==> config.mk <==
export PLATFORM = sky130hd
export DESIGN_NAME = sum_bcd_converter_flat
export DESIGN_NICKNAME = d
export VERILOG_FILES = /design/src/rtl/sum_display_pkg.sv /design/src/rtl/sum_bcd_converter_if.sv /design/src/rtl/bcd_add3_cell.sv /design/src/rtl/sum_bcd_converter.sv /design/src/flat_wrapper.sv
export SDC_FILE = /design/constraint.sdc
export NUM_CORES = 1
export LEC_CHECK = 0
export ABC_AREA = 1
export CAP_MARGIN = 20
export CORE_ASPECT_RATIO = 1.2
export CORE_MARGIN = 5
export CORE_UTILIZATION = 55
export CTS_BUF_LIST = sky130_fd_sc_hd__clkbuf_4
export DETAILED_ROUTE_END_ITERATION = 8
export GPL_ROUTABILITY_DRIVEN = 0
export PLACE_DENSITY_LB_ADDON = 0.25
export SLEW_MARGIN = 20
export SYNTH_ARGS = -nofsm -noshare
export SYNTH_HDL_FRONTEND = slang
export SYNTH_SLANG_ARGS = --single-unit
==> constraint.sdc <==
create_clock -name clk -period 3.3 [get_ports clk]
set_input_delay 0.825 -clock clk [delete_from_list [all_inputs] [get_ports clk]]
set_output_delay 0.825 -clock clk [all_outputs]
set_load 0.01 [all_outputs]
==> src/rtl/sum_display_pkg.sv <==
// sum_display_pkg: shared state encoding and BCD digit-correction constants
package sum_display_pkg;
  localparam logic [1:0] IDLE = 2'd0;
  localparam logic [1:0] SHIFT = 2'd1;
  localparam logic [1:0] DONE = 2'd2;
  localparam int BCD_W = 4;
  localparam logic [BCD_W-1:0] DIGIT_ADJ_THRESH = 4'd5;
  localparam logic [BCD_W-1:0] DIGIT_ADJ = 4'd3;
endpackage

==> src/rtl/sum_bcd_converter_if.sv <==
// sum_bcd_converter_if: operand input and BCD/hex result handshake bundle
interface sum_bcd_converter_if #(parameter int IN_W = 9, parameter int DIGITS = 3);
  logic in_valid;
  logic in_ready;
  logic [IN_W-1:0] in_data;
  logic out_valid;
  logic out_ready;
  logic [4*DIGITS-1:0] bcd_out;
  logic [IN_W-1:0] hex_out;
  modport master (output in_valid, in_data, out_ready, input in_ready, out_valid, bcd_out, hex_out);
  modport slave (input in_valid, in_data, out_ready, output in_ready, out_valid, bcd_out, hex_out);
endinterface

==> src/rtl/bcd_add3_cell.sv <==
// bcd_add3_cell: double-dabble digit correction, adds 3 to any digit of 5 or more
module bcd_add3_cell
  import sum_display_pkg::*;
(
  input  logic [BCD_W-1:0] d,
  output logic [BCD_W-1:0] q
);
  assign q = d >= DIGIT_ADJ_THRESH ? d + DIGIT_ADJ : d;
endmodule

==> src/rtl/sum_bcd_converter.sv <==
// sum_bcd_converter: iterative shift-add-3 binary to packed BCD converter with handshakes
module sum_bcd_converter
  import sum_display_pkg::*;
#(
  parameter int IN_W = 9,
  parameter int DIGITS = 3
) (
  input logic clk,
  input logic rst_n,
  sum_bcd_converter_if.slave bus
);
  localparam int CW = $clog2(IN_W + 1);
  localparam int BW = BCD_W * DIGITS;
  if (10 ** DIGITS <= 2 ** IN_W - 1) begin : g_chk
    $error("DIGITS too small for IN_W");
  end
  logic [1:0] state;
  logic [IN_W-1:0] opnd;
  logic [IN_W-1:0] hex_q;
  logic [BW-1:0] acc;
  logic [BW-1:0] adj;
  logic [BW-1:0] bcd_q;
  logic [CW-1:0] cnt;
  logic [BW+IN_W-1:0] shifted;
  for (genvar i = 0; i < DIGITS; i++) begin : g_cell
    bcd_add3_cell u_cell (.d(acc[i*BCD_W +: BCD_W]), .q(adj[i*BCD_W +: BCD_W]));
  end
  assign shifted = {adj, opnd} << 1;
  assign bus.in_ready = state == IDLE;
  assign bus.out_valid = state == DONE;
  assign bus.bcd_out = bcd_q;
  assign bus.hex_out = hex_q;
  always_ff @(posedge clk or negedge rst_n)
    if (!rst_n) begin
      state <= IDLE;
      opnd <= '0;
      hex_q <= '0;
      acc <= '0;
      bcd_q <= '0;
      cnt <= '0;
    end else
      case (state)
        IDLE: if (bus.in_valid) begin
          state <= SHIFT;
          opnd <= bus.in_data;
          hex_q <= bus.in_data;
          acc <= '0;
          cnt <= CW'(IN_W);
        end
        SHIFT: begin
          {acc, opnd} <= shifted;
          cnt <= cnt - 1'b1;
          if (cnt == CW'(1)) begin
            state <= DONE;
            bcd_q <= shifted[BW+IN_W-1 -: BW];
          end
        end
        DONE: if (bus.out_ready) state <= IDLE;
        default: state <= IDLE;
      endcase
endmodule

==> src/flat_wrapper.sv <==
// flat-port wrapper written by rule: the top's interface ports become plain ports
module sum_bcd_converter_flat import sum_display_pkg::*;
#(
  parameter int IN_W = 9,
  parameter int DIGITS = 3
)
  (clk, rst_n, bus_in_valid, bus_in_data, bus_out_ready, bus_in_ready, bus_out_valid, bus_bcd_out, bus_hex_out);
  sum_bcd_converter_if #(.IN_W(IN_W), .DIGITS(DIGITS)) bus_i ();
  input logic clk;
  input logic rst_n;
  input wire logic [$bits(bus_i.in_valid)-1:0] bus_in_valid;
  input wire logic [$bits(bus_i.in_data)-1:0] bus_in_data;
  input wire logic [$bits(bus_i.out_ready)-1:0] bus_out_ready;
  output wire logic [$bits(bus_i.in_ready)-1:0] bus_in_ready;
  output wire logic [$bits(bus_i.out_valid)-1:0] bus_out_valid;
  output wire logic [$bits(bus_i.bcd_out)-1:0] bus_bcd_out;
  output wire logic [$bits(bus_i.hex_out)-1:0] bus_hex_out;
  assign bus_i.in_valid = bus_in_valid;
  assign bus_i.in_data = bus_in_data;
  assign bus_i.out_ready = bus_out_ready;
  assign bus_in_ready = bus_i.in_ready;
  assign bus_out_valid = bus_i.out_valid;
  assign bus_bcd_out = bus_i.bcd_out;
  assign bus_hex_out = bus_i.hex_out;
  sum_bcd_converter #(.IN_W(IN_W), .DIGITS(DIGITS)) u_core (.clk(clk), .rst_n(rst_n), .bus(bus_i));
endmodule
* After elaboration in Yosys (flattened, before gate mapping) *
Cells that the tools add are included.

word-level totals
  memory bits (writable) = 0
  register bits = 48
  latch bits = 0
  input bits = 13
  output and inout port bits = 23
  memories kept = 0
  ROM bits = 0
  logic and storage cells = 38

operators by class
  add/sub/neg operators = 4
  bitwise operators = 0
  reduce and logical (&&, ||, !) cells = 6
  divide/modulo/power cells = 0
  $mul = 0
  shift-type cells = 0
  $lt $le $gt $ge = 3
  multiplexer cells = 13
  eq/ne operators = 6

operator list
  kind                                                                number
  case mux 12 bit (2 select lines)                                    1
  case mux 9 bit (2 select lines)                                     1
  greater-or-equal comparator 4 x 3 -> 1 bit (second input constant)  3
  two-way mux 12 bit                                                  1
  two-way mux 4 bit                                                   3
  two-way mux 9 bit                                                   1
  adder 4 x 2 -> 4 bit (second input constant)                        2
  case mux 4 bit (2 select lines)                                     1
  two-way mux 2 bit                                                   3
  case mux 2 bit (3 select lines)                                     1
  AND reduction 2 bit                                                 3
  == test 4 x 1 -> 1 bit (second input constant)                      1
  != test 2 bit (second input constant)                               2
  subtractor 4 x 1 -> 4 bit (second input constant)                   1
  adder 3 x 2 -> 3 bit (second input constant)                        1
  two-way mux 3 bit                                                   1
  AND reduction 3 bit                                                 1
  == test 2 x 1 -> 1 bit (second input constant)                      1
  == test 2 bit (second input constant)                               1
  logical NOT 2 bit                                                   1
  != test 2 x 1 -> 1 bit (second input constant)                      1
  nonzero test 2 bit                                                  1

* Logic depth before layout (Yosys ltp) *
Gate-level depths: netlist (run 1).

  word-level depth = 3
  mapped depth = 8
  gate-level depth less buffers = 8

* Hierarchy *
Synthesis (run 1) repeated with hierarchy kept, for this count alone.

unflattened totals
  cell total of the unflattened synthesis = 285
  area, all modules = 2307.2 um^2

modules (own cells, without submodules)
  module             sequential area each (um^2)  cells an instance  area each (um^2)  instances
  sum_bcd_converter  1201.2                       216                1901.8            1
  bcd_add3_cell      0.0                          23                 135.1             3

* Worst setup path after synthesis (run 1) *
No wires, ideal clock.

  kind = flip-flop to output port
  start point = register u_core.state[1]
  end point = output bus_out_valid
  path slack = 1.841 ns
  arrival = 0.634 ns
  buffers on the path = 0
  data required time = 2.475 ns
  cell stages (with the launch flop) = 3
  cell sequence = dfrtp_1 > inv_1 > nor2_1

on the way
  cells in the longest elaborated chain, start to end = 1

ends and longest elaborated chain
  element                 line                     RTL
  from (decl)             sum_bcd_converter.sv:17  logic [1:0] state;
  from (signal assigned)  sum_bcd_converter.sv:35  state <= IDLE;
  from (signal assigned)  sum_bcd_converter.sv:44  state <= SHIFT;
  from (signal assigned)  sum_bcd_converter.sv:54  state <= DONE;
  == test 2 bit           sum_bcd_converter.sv:30  assign bus.out_valid = state == DONE;
  to (decl)               flat_wrapper.sv:15       output wire logic [$bits(bus_i.out_valid)-1:0] bus_out_valid;

Every way passes these cells.

* Worst setup path in the final report (run 1) *
  start point = register u_core.state[0]
  end point = output bus_in_ready

on the way
  cells in the longest elaborated chain, start to end = 1

ends and longest elaborated chain
  element            line                     RTL
  logical NOT 2 bit  sum_bcd_converter.sv:29  assign bus.in_ready = state == IDLE;
  to (decl)          flat_wrapper.sv:14       output wire logic [$bits(bus_i.in_ready)-1:0] bus_in_ready;

Every way passes these cells.

==> results of run 1 <==
metrics by stage:
step	cells	worst slack [ps]
2_1_floorplan	259	1840
3_3_place_gp	342	1340
3_5_place_dp	342	1300
4_1_cts	350	906
5_1_grt	350	824
6_report	350	938
cell families after synthesis:
kind of cell    synth area share [%]
simple gates                    30.4
flops                           53.9
buf+inv                         6.12
compound gates                  5.06
fa+ha+maj                       4.49
sequential cells by signal (all words and copies together), names as in the netlist:
signal	count
u_core.acc	12
u_core.bus.bcd_out	12
u_core.bus.hex_out	9
u_core.cnt	4
u_core.opnd	9
u_core.state	2
per-layer routing:
layer	share of wire, %	vias up	GRT usage (%)
met5	0	-	0
met1	44	843	22.5
met2	49	38	31.3
met3	4.6	7	4.93
li1	-	907	-
met4	1.9	0	7.55
report_power, final:
group	internal, mW	switching [mW]	leakage (nW)
clock network	0.0986	0.170	0.0338
logic	0.554	0.751	0.719
registers	0.865	0.184	0.600
cells in the mapped netlist (all sizes together):
cell	instances
buf	6
nand4	6
a21boi	2
a31oi	1
nor2	6
o22ai	2
nand3	31
o31ai	1
dfrtp	48
ha	8
nand2	113
o21ai	13
inv	22
how the worst min path moves through the flow:
| stage | start | to | slack, ps | cells after the start |
|---|---|---|---|---|
| after CTS | u_core.bus.bcd_out[10] | u_core.bus.bcd_out[10] | 500 | 2 |
| final | rst_n | u_core.bus.bcd_out[8] | 450 | 1 |
| after global routing | rst_n | u_core.state[0] | 480 | 1 |
| after global placement | u_core.bus.bcd_out[0] | u_core.bus.bcd_out[0] | 460 | 2 |
| after detailed placement | u_core.bus.hex_out[8] | u_core.bus.hex_out[8] | 460 | 2 |
| after floorplan | u_core.acc[9] | u_core.acc[9] | 450 | 2 |
cell usage in the layout, fill, tap and decap left out, drive strengths merged:
cell and count:
nand2 113, dfrtp 48, clkdlybuf4s50 34, nand3 31
inv 22, o21ai 13, ha 8, clkbuf 7
nand4 6, nor2 6, a21boi 2, o22ai 2
o31ai 1, a31oi 1, clkinv 1, buf 1
area by class of cell:
class | instances | area, um2 | area share [%]
Inverter | 22 | 87.6 | 3.31
Tap cell | 54 | 67.6 | 2.55
Timing Repair Buffer | 35 | 348 | 13.1
Clock buffer | 7 | 52.6 | 1.98
Clock inverter | 1 | 3.75 | 0.142
Multi-Input combinational cell | 183 | 890 | 33.6
Sequential cell | 48 | 1200 | 45.3
==> metrics.md, run 1 <==
| Metric | Value |
|---|---|
| Worst path cell trace | `nor2_4, clkdlybuf4s50_1` |
| Width of the die | `68.1 um` |
| Delay of the slowest cell on the worst path | `550 ps` |
| Worst slew pin tran | `674 ps` |
| Required @ worst endpoint | `2470 ps` |
| Arrival time at the worst endpoint | `1540 ps` |
| Yosys Warn Count | `0` |
| # nets final | `316` |
| Vias per cell | `5.13` |
| R2R Setup Slk | `1650 ps` |
| Post-CTS Resized | `0` |
| Mapped cell area | `0.00223 mm2` |
| Area grow syn2layout | `19.0%` |
| Tmin final | `2360 ps` |
| Worst path bufs/invs | `1` |
| Clock root buffer | `clkbuf_4` |
| Worst Setup Path Type | `reg -> out` |
| Post-CTS Hold Fix Bufs | `0` |
| # setup viols final | `0` |
| Pwr dens | `989 mW/mm2` |
| Initial antenna violation count | `0` |
| Slowest CP cell | `clkdlybuf4s50_1` |
| Proportion of layout cells with a drive suffix above 1 | `5.74%` |
| Post CTS Setup Buffer Count | `0` |
| Antenna diodes | `0` |
| Cell Area, Placed | `0.00259 mm2` |
| Hold Path Class | `in -> async` |
| DIE AREA | `0.00543 mm2` |
| DRC viols | `0` |
| Syn_area_per_cell | `8.60 um2` |
| I/O pin total | `36` |
| Drt wl/cell | `12.2 um` |
| Routed Antenna Nets | `0` |
| Slew Viols, Final | `0` |
| Peak supply drop | `0.422 mV` |
| Setup Skew | `9.75 ps` |
| Initial Util | `56.5%` |
| Initial DRC count | `90` |
| Hold Violations, Final | `0` |
| Crit. path cell count | `2` |
| Overall power | `2.62 mW` |
| R2R Path Start | `u_core.state[1]` |
| Rows | `25` |
| Skew-Pair Late Insertion Delay | `360 ps` |
| Reg2Reg Depth | `6` |
| DRT Wirelength | `4.28 mm` |
| Total gr overflow | `0` |
| Global-route wire length before repair | `7.67 mm` |
| Yosys cell types | `20` |
| Tcrit/Tclk final | `71.6%` |
| Vias | `1,795` |
| Worst Setup SP | `u_core.state[0]` |
| Vias in the first global route | `1,777` |
| Synth Register Bits | `48` |
| Cell count after synthesis | `259` |
| Top cells by area, synth | `dfrtp_1 (54%), nand2_1 (19%), nand3_1 (7.0%)` |
| Fmax | `0.423 GHz` |
| Core Util, Final | `67.2%` |
| Max Fanout on Critical Path | `4` |
| Lkg Pwr | `1.35 nW` |
| Clock Sinks | `48` |
| Largest net degree at the start of global routing | `49` |
| Core ar. | `0.00394 mm2` |
| DR pass1 iterations | `4` |
| Top delay family on crit path | `buffers and inverters` |
| CTS Buf Count | `5` |
| Post-DP HPWL | `3.11 mm` |
| CTS tree | `yes` |
| Top cell type's share of synthesized area | `53.9%` |
| Worst setup SP type | `register` |
| Die Y | `79.7 um` |
| CTS max path bufs | `2` |
| Slew HR | `55.0%` |
| Setup_tns | `0 ps` |
| Unrepaired setup endpoints after global routing | `no` |
| Status | `complete, no violations` |
| Crit end category | `primary output` |
| Number of fillers in the final layout | `355` |
| Worst-path clk slew | `120 ps` |
| Seq/Total Area, Yosys | `53.9%` |
| Post-route cell area | `0.00265 mm2` |
| Hold_ws | `453 ps` |
| Syn nets | `280` |
| Port bufs | `35` |
| Most area-hungry cell type in the Yosys netlist | `dfrtp_1` |
| Gr usage total | `18.8%` |
| Critical Path Sink | `bus_in_ready` |
| H-tree levels | `2` |
| Reg-to-Reg End | `u_core.cnt[3]` |
| Max-cap violations | `0` |
Note: power is estimated with default switching activity, not from simulation.
==> run 2: changes to the inputs <==
clock period = 2.3 ns   (was 3.3 ns; I/O delays follow)
==> metrics.md, run 2 (synthesis results as in run 1) <==
| Metric | Value |
|---|---|
| DRC viols | `0 (unchanged)` |
| Post-CTS Hold Fix Bufs | `0 (unchanged)` |
| Proportion of layout cells with a drive suffix above 1 | `6.71% (+0.97 points)` |
| Tcrit/Tclk final | `92.7%` |
| Largest net degree at the start of global routing | `19 (-61%)` |
| Gate power share | `50.3% (+0.5 points)` |
| Most frequent cells in the layout | `nand2_1 (110), dfrtp_1 (48), clkdlybuf4s50_1 (34)` |
| DR pass1 iterations | `4 (unchanged)` |
| R2R Setup Slk | `770 ps (-880 ps)` |
| Slowest CP cell | `clkdlybuf4s50_1` |
| # nets final | `319 (+0.95%)` |
| Required @ worst endpoint | `1730 ps (-740 ps)` |
| Vias in the first global route | `1,807 (+1.7%)` |
| Max-cap violations | `0 (unchanged)` |
| Worst Setup Path Type | `reg -> out` |
| Rows | `25 (unchanged)` |
| Die Y | `79.7 um (unchanged)` |
| Reg2Reg Depth | `7 (+1)` |
| Crit. path cell count | `2 (unchanged)` |
| Worst setup SP type | `register` |
| Crit end category | `primary output` |
| Initial Util | `56.5% (unchanged)` |
| Pint | `2.18 mW (+43%)` |
| Switching part of the total power | `42.5% (+0.42 points)` |
| Hold Violations, Final | `0 (unchanged)` |
| Met2 GRT Util | `33.2% (+1.8 points)` |
| Tmin final | `2130 ps` |
| Setup Skew | `12.3 ps (+2.54 ps)` |
| Routed Antenna Nets | `0 (unchanged)` |
| Status | `complete, no violations` |
| I/O pin total | `36 (unchanged)` |
| Final Worst Setup Slack | `168 ps (-770 ps)` |
| Port bufs | `35 (unchanged)` |
| H-tree levels | `2 (unchanged)` |
| Sequential power share | `40.0% (about the same)` |
| Vias per cell | `5.17 (+0.76%)` |
| R2R Path Start | `u_core.cnt[1]` |
| Slew HR | `75.3% (+20 points)` |
| Switching power total | `1.61 mW (+46%)` |
| Peak supply drop | `0.592 mV (+40%)` |
| Met3 usage | `5.21% (+0.28 points)` |
| Overall power | `3.79 mW (+44%)` |
| CTS Buf Count | `5 (unchanged)` |
| Skew-Pair Late Insertion Delay | `360 ps (about the same)` |
| Delay of the slowest cell on the worst path | `540 ps (about the same)` |
| Core ar. | `0.00394 mm2 (unchanged)` |
| Antenna diodes | `0 (unchanged)` |
| Max Fanout on Critical Path | `4 (unchanged)` |
| Width of the die | `68.1 um (unchanged)` |
| Initial antenna violation count | `0 (unchanged)` |
| Drt wl/cell | `12.9 um (+5.8%)` |
| Fmax | `0.469 GHz` |
| Worst-path clk slew | `130 ps (about the same)` |
| Unrepaired setup endpoints after global routing | `no` |
| GR Util met1 | `24.3% (+1.9 points)` |
| CTS max path bufs | `2 (unchanged)` |
| # setup viols final | `0 (unchanged)` |
| Worst path bufs/invs | `1 (unchanged)` |
| Area grow syn2layout | `19.6%` |
| Clock root buffer | `clkbuf_4` |
| Arrival time at the worst endpoint | `1560 ps (+20 ps)` |
| Top delay family on crit path | `buffers and inverters` |
| Global-route wire length before repair | `8.02 mm (+4.7%)` |
| DIE AREA | `0.00543 mm2 (unchanged)` |
| Worst slew pin tran | `368 ps (-306 ps)` |
| Clock share of power | `9.8% (-0.4 points)` |
| Pwr dens | `1420 mW/mm2 (+44%)` |
| Reg-to-Reg End | `u_core.bus.bcd_out[11]` |
| Worst path cell trace | `nor2_4, clkdlybuf4s50_1` |
| Lkg Pwr | `1.36 nW (+0.82%)` |
| Post CTS Setup Buffer Count | `0 (unchanged)` |
| Initial DRC count | `161 (+79%)` |
| Post-DP HPWL | `3.39 mm (+9.0%)` |
| Vias | `1,819 (+1.3%)` |
| Hold Path Class | `in -> async` |
| Slew Viols, Final | `0 (unchanged)` |
| Most used routing layer | `met2` |
| Total gr overflow | `0 (unchanged)` |
| Post-CTS Resized | `0 (unchanged)` |
| Gr usage total | `19.9% (+1.1 points)` |
| Clock Sinks | `48 (unchanged)` |
| Pre-CTS setup slack | `558 ps (-747 ps)` |
| CTS tree | `yes` |
| Setup_tns | `0 ps (unchanged)` |
| DRT Wirelength | `4.55 mm (+6.4%)` |
| Most common cell after layout, fill and taps aside | `nand2_1` |
-- run 2: cell types whose count changed in the layout (fill, tap and decap cells not counted) --
| cell | before | now |
|---|---|---|
| buf_4 | 1 | 3 |
| buf_2 | 0 | 1 |
| clkbuf_4 | 7 | 6 |
| clkinv_1 | 1 | 0 |
| clkinv_2 | 0 | 1 |
-- run 2: cell type report --
type                       count  area [um2]
inverter                      22        87.6
clock buffer                   6        45.0
timing repair buffer          38         368
tap                           54        67.6
clock inverter                 1        5.00
multi-input combinational    183         890
fill                         362        1280
sequential                    48        1200
-- run 2: worst max path at each step --
stage                                from        endpoint  slack, ps
final                     u_core.state[0]    bus_in_ready        170
after global routing      u_core.state[1]   bus_out_valid         50
after CTS                 u_core.state[0]    bus_in_ready        140
after detailed placement     bus_in_valid  u_core.opnd[4]        560
after global placement    u_core.state[0]    bus_in_ready        590
after floorplan           u_core.state[1]   bus_out_valid       1090
-- run 2: power groups by stage --
stage	combinational, mW	clock, mW	sequential [mW]
finish	1.90	0.369	1.51
global route	2.18	0.424	1.57
CTS	1.93	0.386	1.51
detailed placement	1.92	0	1.52
global placement	1.87	0	1.52
floorplan	1.22	0	1.55
-- run 2: layer usage --
| metal | wire length [um] | up-vias | part of all wire [%] |
|---|---|---|---|
| met5 | 0 | - | 0 |
| li1 | - | 905 | - |
| met2 | 2260 | 57 | 50 |
| met1 | 1930 | 851 | 42 |
| met4 | 80 | 0 | 1.8 |
| met3 | 276 | 6 | 6.1 |
-- run 2: metrics by stage --
stage / hold WS [ps] / instances / instance area (um2) / util (%)
after floorplan: 279 / 259 / 2230 / -
after global placement: 461 / 345 / 2610 / 66.3
after detailed placement: 461 / 345 / 2610 / 66.3
after CTS: 89.7 / 352 / 2660 / 67.6
after global routing: 102 / 352 / 2660 / 67.6
final: 95.8 / 352 / 2660 / 67.6
==> run 3: changes to the inputs <==
ABC_AREA = 0   (was 1)
CORE_UTILIZATION = 40   (was 55)
==> metrics.md, run 3 <==
| Metric | Value |
|---|---|
| DRT Wirelength | `4.29 mm (-5.6%)` |
| Most area-hungry cell type in the Yosys netlist | `dfrtp_1` |
| Post-CTS Hold Fix Bufs | `0 (unchanged)` |
| CTS Buf Count | `5 (unchanged)` |
| Initial antenna violation count | `0 (unchanged)` |
| Most common cell after layout, fill and taps aside | `nand2_1` |
| Slew HR | `45.6% (-30 points)` |
| Most frequent cells in the layout | `nand2_1 (60), dfrtp_1 (48), clkdlybuf4s50_1 (34)` |
| Vias in the first global route | `1,657 (-8.3%)` |
| Yosys Warn Count | `0 (unchanged)` |
| Synth Register Bits | `48 (unchanged)` |
| Clock Sinks | `48 (unchanged)` |
| CTS max path bufs | `2 (unchanged)` |
| Post-synth top cells | `nand2_1 (60), dfrtp_1 (48), o21ai_1 (26)` |
| Pwr dens | `1370 mW/mm2 (-3.3%)` |
| Fmax | `0.460 GHz (-1.8%)` |
| Required @ worst endpoint | `1730 ps (about the same)` |
| Worst Setup Path Type | `reg -> out` |
| Peak supply drop | `0.700 mV (+18%)` |
| Slowest CP cell | `clkdlybuf4s50_1` |
| Most frequent cell after synthesis | `nand2_1` |
| Initial DRC count | `103 (-36%)` |
| Initial Util | `41.0% (-16 points)` |
| DRC viols | `0 (unchanged)` |
| Delay of the slowest cell on the worst path | `520 ps (-20 ps)` |
| Hold Path Class | `in -> async` |
| Worst slew pin tran | `817 ps (+449 ps)` |
| Syn_area_per_cell | `9.61 um2 (+12%)` |
| Worst setup SP type | `register` |
| Skew-Pair Late Insertion Delay | `350 ps (about the same)` |
| Routed Antenna Nets | `0 (unchanged)` |
| H-tree levels | `2 (unchanged)` |
| Tmin final | `2170 ps (+40.0 ps)` |
| Crit end category | `primary output` |
| Setup Skew | `3.76 ps (-8.53 ps)` |
| Status | `complete, no violations` |
| Proportion of layout cells with a drive suffix above 1 | `7.60% (+0.89 points)` |
| Hold Violations, Final | `0 (unchanged)` |
| Vias | `1,675 (-7.9%)` |
| Cell count after synthesis | `226 (-13%)` |
| Max-cap violations | `0 (unchanged)` |
| Syn nets | `247 (-12%)` |
| Worst-path clk slew | `130 ps (about the same)` |
| Die Y | `90.7 um (+14%)` |
| DIE AREA | `0.00701 mm2 (+29%)` |
| Post-DP HPWL | `2.96 mm (-13%)` |
| Arrival time at the worst endpoint | `1600 ps (+40 ps)` |
| Number of fillers in the final layout | `519 (+43%)` |
| Area grow syn2layout | `21.0%` |
| Antenna diodes | `0 (unchanged)` |
| Yosys cell types | `29 (+45%)` |
| Max Fanout on Critical Path | `5 (+1)` |
| Top delay family on crit path | `buffers and inverters` |
| Worst path cell trace | `nand2b_1, inv_1, clkdlybuf4s50_1` |
| Pint | `2.18 mW (+0.40%)` |
| Post-synth EDFFs | `0 (unchanged)` |
| Async set or reset register ratio after synthesis | `100% (unchanged)` |
| Overall power | `3.61 mW (-4.7%)` |
| Width of the die | `77.3 um (+13%)` |
| Mapped cell area | `0.00217 mm2 (-2.5%)` |
| Gate power share | `47.9% (-2.4 points)` |
| Port bufs | `35 (unchanged)` |
| Gr usage total | `12.9% (-7.0 points)` |
| CTS tree | `yes` |
| Unrepaired setup endpoints after global routing | `no` |
| Sequential power share | `41.1% (+1.1 points)` |
| Total gr overflow | `0 (unchanged)` |
| Top cells by area, synth | `dfrtp_1 (55%), nand2_1 (10%), o21ai_1 (6.0%)` |
| Post-CTS Resized | `0 (unchanged)` |
| Clock root buffer | `clkbuf_4` |
| Switching power total | `1.42 mW (-12%)` |
| Top cell type's share of synthesized area | `55.3% (+1.4 points)` |
| Drt wl/cell | `13.2 um (+2.2%)` |
| Vias per cell | `5.15 (-0.27%)` |
| DR pass1 iterations | `4 (unchanged)` |
| Post CTS Setup Buffer Count | `0 (unchanged)` |
| # setup viols final | `0 (unchanged)` |
| Global-route wire length before repair | `7.51 mm (-6.4%)` |
| Setup_tns | `0 ps (unchanged)` |
| Hold_ws | `295 ps (+199 ps)` |
| # nets final | `283 (-11%)` |
| Slew Viols, Final | `0 (unchanged)` |
| I/O pin total | `36 (unchanged)` |
| Worst path bufs/invs | `2 (+1)` |
| Seq/Total Area, Yosys | `55.3% (+1.4 points)` |
| Core ar. | `0.00530 mm2 (+34%)` |
| Lkg Pwr | `1.21 nW (-11%)` |
| Tcrit/Tclk final | `94.4% (+1.7 points)` |
| Switching part of the total power | `39.5% (-3.1 points)` |
| Commonest register cell after synthesis | `dfrtp_1` |
| Largest net degree at the start of global routing | `49 (+30)` |
| Rows | `29 (+16%)` |
| Clock share of power | `11.0% (+1.2 points)` |
## run 3: cell count changes after synthesis, moves of 4 or more
| cell | delta |
|---|---|
| o21ai_1 | +26 |
| a21oi_1 | +9 |
| nand4_1 | -6 |
| o21ai_0 | -11 |
| nor3_1 | +4 |
| a22oi_1 | +8 |
| nand2_1 | -50 |
| nor3b_1 | +6 |
| nand3_1 | -18 |
| nand2b_1 | +5 |
| inv_1 | -10 |
## run 3: path summary, 6_finish.rpt
path                                 start                    end  slack (ps)  depth (start not counted)
setup / recovery           u_core.state[0]          bus_out_valid         130                          3
hold / removal                       rst_n  u_core.bus.bcd_out[5]         290                          2
setup reg to reg             u_core.acc[4]  u_core.bus.bcd_out[6]         540                          6
hold reg to reg             u_core.opnd[7]         u_core.opnd[7]         480                          2
max in group asynchronous            rst_n  u_core.bus.hex_out[4]        1600                          2
min in group clk            u_core.opnd[7]         u_core.opnd[7]         480                          2
## run 3: kinds of logic (layout without fill, tap and decap cells)
family | count (synthesis) | in the layout | synth area share, %
flip-flops | 48 | 48 | 55.3
buffers and inverters | 20 | 57 | 4.38
multiplexers | 4 | 4 | 2.07
AO/OA/AOI/OAI | 49 | 49 | 12.7
AND/OR/NAND/NOR | 94 | 94 | 19.7
XOR/XNOR | 3 | 3 | 1.21
adder cells (fa/ha/maj) | 8 | 8 | 4.61
## run 3: worst register-to-register path, stage by stage (launching register included)
cell and delay, ps:
dfrtp_1 450, inv_1 110, ha_1 250, nand2b_1 100, a21oi_1 270, mux2_2 390, o21ai_1 130
## run 3: power by group through the flow
stage / sequential, mW / combinational [mW] / clock (mW)
finish: 1.48 / 1.73 / 0.397
global route: 1.54 / 1.98 / 0.444
CTS: 1.49 / 1.76 / 0.419
detailed placement: 1.50 / 1.76 / 0
global placement: 1.49 / 1.72 / 0
floorplan: 1.53 / 1.09 / 0
## run 3: final cells by class
class	count	area, um2	share of cell area (%)
timing repair buffer	40	383	14.6
inverter	9	33.8	1.29
clock buffer	7	52.6	2.00
clock inverter	1	3.75	0.143
sequential	48	1200	45.7
tap	62	77.6	2.95
multi-input combinational	158	875	33.3
## run 3: per-stage QoR
step	setup slack, ps	instances	cell area [um2]	util (%)
floorplan	775	226	2170	-
global placement	448	317	2570	48.5
detailed placement	422	317	2570	48.5
CTS	111	325	2630	49.6
global route	26.6	325	2630	49.6
finish	128	325	2630	49.6
## run 3: routing by layer
layer  global-route usage (%)  part of all wire (%)  vias up
met5                        0                     0        -
met4                     3.87                   1.1        0
met3                     2.99                   6.1        7
met2                     22.4                    49       40
met1                     15.7                    44      796
li1                         -                     -      832
